## src/rtl/alu_pipe.sv

```systemverilog
`default_nettype none
// ============================================================================
// Module   : alu_pipe
// Brief    : Registered ALU with valid/ready handshake, carry/overflow/zero
//            flags and bit-serial logical shifts (one bit per clock).
// Revision : 1.0 - initial release
// ============================================================================
module alu_pipe #(
  parameter int WIDTH = 32
) (
  input  logic             clk,
  input  logic             rst,
  input  logic             in_valid,
  output logic             in_ready,
  input  logic [2:0]       op,
  input  logic [WIDTH-1:0] a,
  input  logic [WIDTH-1:0] b,
  output logic             out_valid,
  input  logic             out_ready,
  output logic [WIDTH-1:0] result,
  output logic             cout,
  output logic             ovf,
  output logic             zero,
  output logic             busy
);

  localparam int SHW = $clog2(WIDTH);

  localparam logic [2:0] c_op_add = 3'b000;
  localparam logic [2:0] c_op_sub = 3'b001;
  localparam logic [2:0] c_op_and = 3'b010;
  localparam logic [2:0] c_op_xor = 3'b011;
  localparam logic [2:0] c_op_sll = 3'b100;
  localparam logic [2:0] c_op_slt = 3'b101;
  localparam logic [2:0] c_op_srl = 3'b110;
  localparam logic [2:0] c_op_pas = 3'b111;

  typedef enum logic [1:0] {
    S_IDLE  = 2'd0,
    S_SHIFT = 2'd1,
    S_DONE  = 2'd2
  } state_t;

  state_t           r_state;
  state_t           w_state_nxt;
  logic [WIDTH-1:0] r_result;
  logic             r_cout;
  logic             r_ovf;
  logic             r_zero;
  logic [WIDTH-1:0] r_acc;
  logic [SHW-1:0]   r_cnt;
  logic             r_left;

  logic             w_accept;
  logic             w_is_sub;
  logic             w_is_shift;
  logic             w_long_shift;
  logic             w_lt;
  logic [SHW-1:0]   w_shamt;
  logic [WIDTH-1:0] w_b_eff;
  logic [WIDTH:0]   w_sum;
  logic [WIDTH-1:0] w_res;
  logic             w_cout;
  logic             w_ovf;
  logic [WIDTH-1:0] w_acc_shifted;
  logic             w_last_shift;

  assign in_ready  = (r_state == S_IDLE) | ((r_state == S_DONE) & out_ready);
  assign out_valid = (r_state == S_DONE);
  assign busy      = (r_state == S_SHIFT);
  assign result    = r_result;
  assign cout      = r_cout;
  assign ovf       = r_ovf;
  assign zero      = r_zero;

  assign w_accept     = in_valid & in_ready;
  assign w_is_sub     = (op == c_op_sub);
  assign w_is_shift   = (op == c_op_sll) | (op == c_op_srl);
  assign w_shamt      = b[SHW-1:0];
  assign w_long_shift = w_is_shift & (w_shamt != '0);
  assign w_lt         = ($signed(a) < $signed(b));

  // Subtraction reuses the adder as a + ~b + 1, so cout is the no-borrow bit.
  assign w_b_eff = w_is_sub ? ~b : b;
  assign w_sum   = {1'b0, a} + {1'b0, w_b_eff} + {{WIDTH{1'b0}}, w_is_sub};

  assign w_acc_shifted = r_left ? {r_acc[WIDTH-2:0], 1'b0} : {1'b0, r_acc[WIDTH-1:1]};
  assign w_last_shift  = (r_cnt == SHW'(1));

  always_comb begin
    w_res  = a;
    w_cout = 1'b0;
    w_ovf  = 1'b0;
    case (op)
      c_op_add, c_op_sub: begin
        w_res  = w_sum[WIDTH-1:0];
        w_cout = w_sum[WIDTH];
        w_ovf  = (a[WIDTH-1] == w_b_eff[WIDTH-1]) & (w_sum[WIDTH-1] != a[WIDTH-1]);
      end
      c_op_and: w_res = a & b;
      c_op_xor: w_res = a ^ b;
      c_op_slt: w_res = {{(WIDTH-1){1'b0}}, w_lt};
      c_op_sll, c_op_srl, c_op_pas: w_res = a;
      default:  w_res = a;
    endcase
  end

  always_comb begin
    w_state_nxt = r_state;
    case (r_state)
      S_IDLE, S_DONE: begin
        if (w_accept) begin
          w_state_nxt = w_long_shift ? S_SHIFT : S_DONE;
        end else if (r_state == S_DONE && out_ready) begin
          w_state_nxt = S_IDLE;
        end
      end
      S_SHIFT: begin
        if (w_last_shift) begin
          w_state_nxt = S_DONE;
        end
      end
      default: w_state_nxt = S_IDLE;
    endcase
  end

  always_ff @(posedge clk or posedge rst) begin
    if (rst) begin
      r_state <= S_IDLE;
    end else begin
      r_state <= w_state_nxt;
    end
  end

  // Result and flags only change when entering DONE, so they stay stable
  // while the consumer stalls.
  always_ff @(posedge clk or posedge rst) begin
    if (rst) begin
      r_result <= '0;
      r_cout   <= 1'b0;
      r_ovf    <= 1'b0;
      r_zero   <= 1'b0;
      r_acc    <= '0;
      r_cnt    <= '0;
      r_left   <= 1'b0;
    end else if (w_accept) begin
      r_acc  <= a;
      r_cnt  <= w_shamt;
      r_left <= (op == c_op_sll);
      if (!w_long_shift) begin
        r_result <= w_res;
        r_cout   <= w_cout;
        r_ovf    <= w_ovf;
        r_zero   <= (w_res == '0);
      end
    end else if (r_state == S_SHIFT) begin
      r_acc <= w_acc_shifted;
      r_cnt <= r_cnt - SHW'(1);
      if (w_last_shift) begin
        r_result <= w_acc_shifted;
        r_cout   <= 1'b0;
        r_ovf    <= 1'b0;
        r_zero   <= (w_acc_shifted == '0);
      end
    end
  end

endmodule
`default_nettype wire

```

## config.mk

```make
export PLATFORM = sky130hd
export DESIGN_NAME = alu_pipe
export DESIGN_NICKNAME = d
export VERILOG_FILES = /design/src/rtl/alu_pipe.sv
export SDC_FILE = /design/constraint.sdc
export NUM_CORES = 1
export LEC_CHECK = 0
export CAP_MARGIN = 10
export CELL_PAD_IN_SITES_DETAIL_PLACEMENT = 0
export CELL_PAD_IN_SITES_GLOBAL_PLACEMENT = 1
export CORE_ASPECT_RATIO = 1.25
export CORE_MARGIN = 2
export CORE_UTILIZATION = 30
export DETAILED_ROUTE_END_ITERATION = 7
export PLACE_DENSITY_LB_ADDON = 0.1
export SYNTH_ARGS = -nofsm -noshare
export SYNTH_HDL_FRONTEND = slang
export SYNTH_SLANG_ARGS = --single-unit
export TNS_END_PERCENT = 1
```

## constraint.sdc

```tcl
create_clock -name clk -period 3.3 [get_ports clk]
set_clock_uncertainty 0.2 [all_clocks]
set_input_delay 0.495 -clock clk [delete_from_list [all_inputs] [get_ports clk]]
set_output_delay 0.495 -clock clk [all_outputs]
set_load 0.05 [all_outputs]
```

# Yosys cells after proc, flatten, opt, wreduce, memory -nomap -nowiden
# Index checks and enable logic that the tools add are counted.
[op_classes] n_mux=28 addsub=3 bitwise_logic=9 eq_ne=15 order_cmp=1 reduce_logical=13
[op_table] cell="two-way mux 32 bit" count=8
[op_table] cell="case mux 32 bit (5 select lines)" count=1
[op_table] cell="zero test 32 bit" count=2
[op_table] cell="adder 32 x 32 -> 33 bit" count=1
[op_table] cell="adder 33 x 1 -> 33 bit" count=1
[op_table] cell="bitwise AND 32 bit" count=1
[op_table] cell="less-than comparator 32 bit" count=1
[op_table] cell="inverter 32 bit" count=1
[op_table] cell="XOR 32 bit" count=1
[op_table] cell="== test 3 bit (second input constant)" count=4
[op_table] cell="two-way mux 1 bit" count=12
[op_table] cell="two-way mux 5 bit" count=2
[op_table] cell="two-way mux 2 bit" count=4
[op_table] cell="== test 3 x 2 -> 1 bit (second input constant)" count=2
[op_table] cell="== test 5 x 1 -> 1 bit (second input constant)" count=1
[op_table] cell="nonzero test 5 bit" count=1
[op_table] cell="subtractor 5 x 1 -> 5 bit (second input constant)" count=1
[op_table] cell="bitwise AND 1 bit" count=4
[op_table] cell="case mux 2 bit (2 select lines)" count=1
[op_table] cell="nonzero test 2 bit" count=2
[op_table] cell="OR reduction 2 bit" count=2
[op_table] cell="== test 3 x 1 -> 1 bit (second input constant)" count=1
[op_table] cell="zero test 3 bit" count=1
[op_table] cell="inequality test 3 bit (second input constant)" count=1
[op_table] cell="12 further kinds" count=13
[totals] output_inout_bits=38 wordCells=77 inputBits=71 ff_bits=75

# Depth between registers and ports, before layout
[logic_depth] word_depth=9 ltp_mapped=16 mapped_depth_nobuf=13

# Worst setup path before layout
# Ideal clock, no wire load.
[synth_path] kind="input to register" from="input port op[1]" to="register r_zero (netlist: zero)" arrival_ns=4.070 cell_stages=15 n_path_buf=2 setup_ns=0.092 t_required_ns=3.008 path_slack_ns=-1.061 cell_sequence="nor3b_1 -> buf_2 -> buf_1 -> xnor2_1 -> ha_1 -> a21o_1 -> a221oi_4 -> o22ai_2 -> a41o_4 -> o21a_1 -> nor3_2 -> or3b_1 -> nor4b_2 -> nand4b_1 -> o31ai_2"
[synth_between] elab_chain_cells=8 elab_cells_between_ends=21 classes_between="add/sub (2); eq/ne (8); mux (4); bitwise (2); reduce/logical (5)"
[synth_rtl] item="start, declared" line="15" rtl="input logic [2:0] op,"
[synth_rtl] item="== test 3 x 1 -> 1 bit" line="77, 94"
[synth_rtl] item="two-way mux 32 bit" line="84" rtl="assign w_b_eff = w_is_sub ? ~b : b;"
[synth_rtl] item="adder 32 x 32 -> 33 bit" line="85" rtl="assign w_sum = {1'b0, a} + {1'b0, w_b_eff} + {{WIDTH{1'b0}}, w_is_sub};"
[synth_rtl] item="adder 33 x 1 -> 33 bit" line="85"
[synth_rtl] item="case mux 32 bit (5 select lines)" line="94" rtl="case (op)"
[synth_rtl] item="zero test 32 bit" line="154" rtl="r_zero <= (w_res == '0);"
[synth_rtl] item="two-way mux 1 bit" line="150" rtl="if (!w_long_shift) begin"
[synth_rtl] item="two-way mux 1 bit" line="146" rtl="end else if (w_accept) begin"
[synth_rtl] item="end signal, assigned" line="154"
[synth_rtl] item="end signal, assigned" line="163" rtl="r_zero <= (w_acc_shifted == '0);"
[synth_rtl] item="end, declared" line="49" rtl="logic r_zero;"
# Several ways; a longest one is shown, not always the timed one. The select of a mux whose other input is x is not followed.
# A chain may end at the register's enable or synchronous reset.

# Worst setup path after layout
[layout_path] from="input port op[0]" to="register r_zero (netlist: zero)"
# The elaborated chain is that of the path after synthesis.

==> summary by stage <==
Critical path
Tracing the worst setup path back leads to its startpoint at op[0]. The setup path with the least slack is of type in -> reg. In this run the worst path has a maximum fanout of 4. The arrival time reported for the critical path endpoint is 4160 ps. STA classifies the critical path endpoint as a register. The startpoint type of the worst setup path is an input port. The critical path required time is 3350 ps.

Across all register-to-register paths, the minimum setup slack is 300 ps. In this run the critical register-to-register path is captured at zero. The worst register-to-register path has a depth of 13.

In this run the critical register-to-register path is launched from r_cnt[1].

Synthesis
The cell with the most instances after synthesis is sky130_fd_sc_hd__nand2_1. Counting distinct cell types in the post-synthesis netlist gives 82. Of all flip-flops after synthesis, the portion carrying an async set or reset was 100%.

The fraction of synthesized cell area taken by the top area cell type is 22.1%. The area of the mapped netlist is 8490 sq um. The commonest cells after synthesis are sky130_fd_sc_hd__nand2_1, sky130_fd_sc_hd__ha_1, sky130_fd_sc_hd__a21oi_1, sky130_fd_sc_hd__o21ai_0, sky130_fd_sc_hd__dfrtp_1.

Dividing the synthesized area by the synthesized cell count gives 7.77 sq um. For this run, the leading register cell type out of synthesis is sky130_fd_sc_hd__dfrtp_1. The count of warnings emitted by yosys is 0. By area the synthesized netlist is led by sky130_fd_sc_hd__dfrtp_1, sky130_fd_sc_hd__ha_1, sky130_fd_sc_hd__nand2_1, sky130_fd_sc_hd__a21oi_1, sky130_fd_sc_hd__o21ai_0. The largest total area in the synthesized netlist belongs to sky130_fd_sc_hd__dfrtp_1. The post-synthesis net count is 1,262. The synthesized instance count is 1,093. The flip-flop and latch count after synthesis is 75. Counting flops with a built-in enable in the synthesized netlist gives 0. After synthesis, flip-flops and latches occupy 22.1% of the total area.

Clocking
TritonCTS built the clock tree. The clock drives 75 sinks. The number of H-tree levels is 3.

The clock tree buffer depth is 2. The master cell of the clock root buffer is sky130_fd_sc_hd__clkbuf_16. The quantity of hold-fixing buffers added after cts is 0. The clock buffer count from CTS is 9. After clock tree synthesis, the clock-pin slew on the worst setup and hold paths is 60 ps. The clock latency on the worst-skew pair is 330 ps.

STA
After layout, the minimum clock period comes to 4110 ps. For the pin with the worst max-slew slack, the measured transition is 742 ps. The max-slew violation total from the final report is 0. In the post-route analysis, the smallest setup slack over all paths is -812 ps. The total count of hold-check failures in the final report is 0. The highest attainable clock frequency is 243 MHz.

The share of the cycle needed by the critical path after routing is 125%. Headroom to the max-slew limit came out at 49.9%. Setup violations remaining at the end of the flow were counted as 25. After routing, the total negative slack on setup checks comes to -8260 ps.

Setup repair after global routing could not meet its margin everywhere.

Route
The post-detailed-routing wire length is 34,700 um. Summing over every cut layer, the via total after detailed routing is 9,535. Once detail routing completed, the nets flagged for antenna violations numbered 0. The number of design-rule violations left by the first detailed-router iteration is 633.

The number of iterations in the first detailed-routing pass is 5. In the final routed layout, each cell accounts on average for 19.5 um. Using the TritonRoute via totals, the vias-per-cell ratio works out to 5.34. The number of remaining DRC errors is 0.

Floorplan
From left edge to right edge, the die measures 154 um. The area enclosed by the die boundary is 29,700 sq um. The die is 192 um tall. In this run the core area contains 68 standard-cell rows.

The initial cell density of the core is 30.6%. During I/O placement, the number of pins put on the boundary was 109. The core area is 27,700 sq um.

Layout
The repair_antennas step left the layout with diodes totalling 0. Summing all non-filler instances in the final layout gives an area of 12,700 sq um. From synthesis to final layout, the design area changed by 49.5%.

The number of nets in the final layout is 1,598. The number of fillers in the final layout is 2,796. The count of cells in the finished layout, fillers not included, comes to 1,784. In the final layout, the multi-input gates occupy 6550 sq um. The share of layout cells above drive strength 1 is 28.2%.

The sequential cells in the finished layout cover a total of 1880 sq um.

Job
The max-cap check violation count is 0.

Global route
The number of global-route vias before repair is 9,327. The global-route wire length before repair is 53,900 um. The total overflow left after global routing is 0. Entering global routing, the biggest net connects 76 pins. The initial antenna violation count is 0. The global routing usage summed across all routing layers is 23.4%.

Placement
Once detailed placement completed, the half-perimeter wirelength came to 27,500 um. The count of buffers inserted at the top-level ports is 108. After detailed placement, the total cell area comes to 11,800 sq um. Timing analysis after detailed placement gives a worst setup slack of -1800 ps. The congestion estimate from routability-driven global placement came to 0.883. After detailed placement, the design holds a cell count of 1,749.

Outcome
The flow ran to the end, but the final reports show violations. The final reports fail on negative setup slack.

Min path
The path with the worst hold slack has its endpoint at result[27]. The class of the worst hold path is reg -> reg. Along the worst hold path, the cell count comes to 2.

The beginning of the worst hold path is result[27].

Power and ir drop
The power density over cell area is 542 nW/um^2. For this design the static power due to leakage is 5.74 nW. The completed layout was analyzed and its total power is 6.88 mW. The maximum VDD drop is 363 uV.
==> sequential cells by signal, indices dropped and copies added (netlist names) <==
| register | count |
|---|---|
| result | 32 |
| r_cnt | 5 |
| ovf | 1 |
| r_state | 2 |
| cout | 1 |
| r_acc | 32 |
| r_left | 1 |
| zero | 1 |
==> power by group <==
| part | total (mW) | internal [mW] | switching, mW |
|---|---|---|---|
| logic | 4.35 | 1.78 | 2.57 |
| registers | 1.66 | 1.35 | 0.314 |
| clock network | 0.870 | 0.506 | 0.364 |
==> kinds of logic after synthesis <==
family / share of synthesized area [%]
flip-flops: 22.1
adder cells (fa/ha/maj): 14.5
XOR/XNOR: 4.74
AO/OA/AOI/OAI: 28.0
AND/OR/NAND/NOR: 19.2
buffers and inverters: 6.07
multiplexers: 5.41
==> critical path: stages <==
cell and delay [ps]:
sky130_fd_sc_hd__buf_6 90, sky130_fd_sc_hd__nor3b_4 150, sky130_fd_sc_hd__buf_12 140, sky130_fd_sc_hd__clkbuf_16 150, sky130_fd_sc_hd__buf_6 110, sky130_fd_sc_hd__mux2_4 270, sky130_fd_sc_hd__fa_2 390, sky130_fd_sc_hd__a21o_1 200
sky130_fd_sc_hd__a221oi_4 290, sky130_fd_sc_hd__buf_4 170, sky130_fd_sc_hd__xnor2_2 70, sky130_fd_sc_hd__a221oi_2 350, sky130_fd_sc_hd__nand3_1 130, sky130_fd_sc_hd__nor4_2 300, sky130_fd_sc_hd__nand4_1 180, sky130_fd_sc_hd__nor4_2 310
sky130_fd_sc_hd__nand4b_1 170, sky130_fd_sc_hd__o31ai_2 190
==> through the flow <==
stage                     utilization, %  hold slack, ps
after floorplan                        -             245
after global placement              42.7             255
after detailed placement            42.7             264
after CTS                           44.5             277
after global routing                45.8             302
final                               45.8             265
==> area by class of cell <==
class | instances | area share (%)
Clock buffer | 13 | 1.89
Clock inverter | 3 | 0.118
Inverter | 46 | 1.37
Multi-Input combinational cell | 897 | 51.6
Sequential cell | 75 | 14.8
Tap cell | 350 | 3.45
Timing Repair Buffer | 400 | 26.8
==> cells in the final DEF (no fill, tap or decap), drive strengths merged, types with 8 or more instances in the layout <==
cell           Yosys  final
a211o              8      8
a211oi            12     12
a21boi            11     11
a21o              19     19
a21oi             97     97
a221o             27     27
a31oi              9      9
and3              10     10
buf               18    292
clkbuf            56     17
clkdlybuf4s50      0    104
dfrtp             75     75
ha                97     97
inv               46     45
mux2i             38     38
nand2            164    164
nand3             22     22
nand4             25     25
nor2              63     63
nor2b              8      8
nor3              15     15
o21ai             99     99
o31ai             11     11
xnor2             41     41
==> routing by layer <==
layer | share of wire, % | track usage, % | vias up | routed length (um)
met5 | 0 | 0 | - | 0
met4 | 1.2 | 4.45 | 0 | 413
met1 | 49 | 34.4 | 4574 | 17100
met3 | 4.2 | 1.94 | 26 | 1450
met2 | 45 | 37.6 | 255 | 15800
li1 | - | - | 4680 | -
==> worst max-delay path by stage <==
stage | to | slack (ps) | cells after the start
after global placement | zero | -1720 | 18
final | zero | -810 | 18
after CTS | zero | -910 | 18
after floorplan | zero | -580 | 16
after detailed placement | zero | -1800 | 18
after global routing | zero | -910 | 18
==> repair_timing <==
item / in CTS / in global routing
cloned: 0 / 2
setup endpoints to repair: 32 / 32
buffers inserted: 4 / 13
pin swaps: 23 / 37
gates resized for setup: 61 / 49
Note: power is estimated with default switching activity, not from simulation.
==> edit (same flow settings) <==
Change the parameter `WIDTH` from 32 to 64.
--- a/src/rtl/alu_pipe.sv
+++ b/src/rtl/alu_pipe.sv
@@ -6,7 +6,7 @@
 // Revision : 1.0 - initial release
 // ============================================================================
 module alu_pipe #(
-  parameter int WIDTH = 32
+  parameter int WIDTH = 64
 ) (
   input  logic             clk,
   input  logic             rst,
Ports: changed (resized a, b and result); port bits go from 109 to 205. The function was not compared with the original's and may differ.
==> edit against the unedited design <==
The run still ends with negative setup slack left; wire length rose by 150%; sequential cell count is 65 higher; synthesized cell count up 98%; power grew 120%; first-iteration DRC count grew 95%; largest cell class unchanged; worst setup slack worse by 0.42 ns; design area is 110% higher; synthesized area grew 93%; largest power group unchanged.
==> edit: results (changes against the unedited design) <==
post-cts resize count=148 (+140%); mean post-synth cell area=7.56 um^2 (-2.7%); Worst EP arrival=4.67 ns (+0.51 ns); min-delay src=result[50]; status=complete, but fails checks; failing checks=negative setup slack; wire length on met3=2720 um (+88%); Sum Neg Setup Slack=-29.24 ns (-20.98 ns); XOR/XNOR Fraction of Synth Area=5.38% (+0.64 points); gr usage total=29.7% (+6.3 points); Crit path largest cell delay=0.32 ns (-0.07 ns); crit path max-delay cell type=ha_1; worst skew pair latency=0.44 ns (+0.11 ns); met3 Use GR=2.04% (+0.10 points); # Post-CTS Setup Buffers=12 (+8); leakage power=11.8 nW (+110%); Netlist cell types=84 (+2.4%); Slew @ Worst Pin=0.875 ns (+0.133 ns); Final setup viols=56 (+120%); Placed Instances=3656 (+110%); first-pass GRT wire length=125000 um (+130%); Hold Crit Depth=1 (-1); Routed Wire Length=85400 um (+150%); flop-to-flop setup slack=-0.80 ns (-1.10 ns); Setup WS post-layout=-1.23 ns (-0.418 ns)
## edit: worst reg2reg max path, delay by kind of cell, from the launching register on
kind / cells / cell delay [ns]
and+or+nand+nor: 10 / 2.73
AOI/OAI and AO/OA: 2 / 0.34
buffers and inverters: 2 / 0.23
adders and majority gates: 1 / 0.14
DFF: 1 / 0.38
## edit: logic make-up (layout without fill, tap and decap cells)
group	count (synthesis)	after routing
AND/OR/NAND/NOR	718	718
adder cells (fa/ha/maj)	194	194
XOR/XNOR	100	100
multiplexers	82	82
buffers and inverters	226	1056
flip-flops	140	140
AO/OA/AOI/OAI	709	709
other	0	4
## edit: power by group
part	switching (mW)	internal, mW	total, mW
logic	5.74	3.98	9.72
registers	0.697	2.55	3.25
clock network	0.848	0.988	1.84
## edit: final cells by class
class,instances,share of cell area (%)
Multi-Input combinational cell,1803,50.1
Sequential cell,140,13.4
Tap cell,727,3.48
Clock buffer,20,1.71
Timing Repair Buffer,931,29.5
Antenna cell,4,0.0383
Clock inverter,12,0.350
Inverter,93,1.37
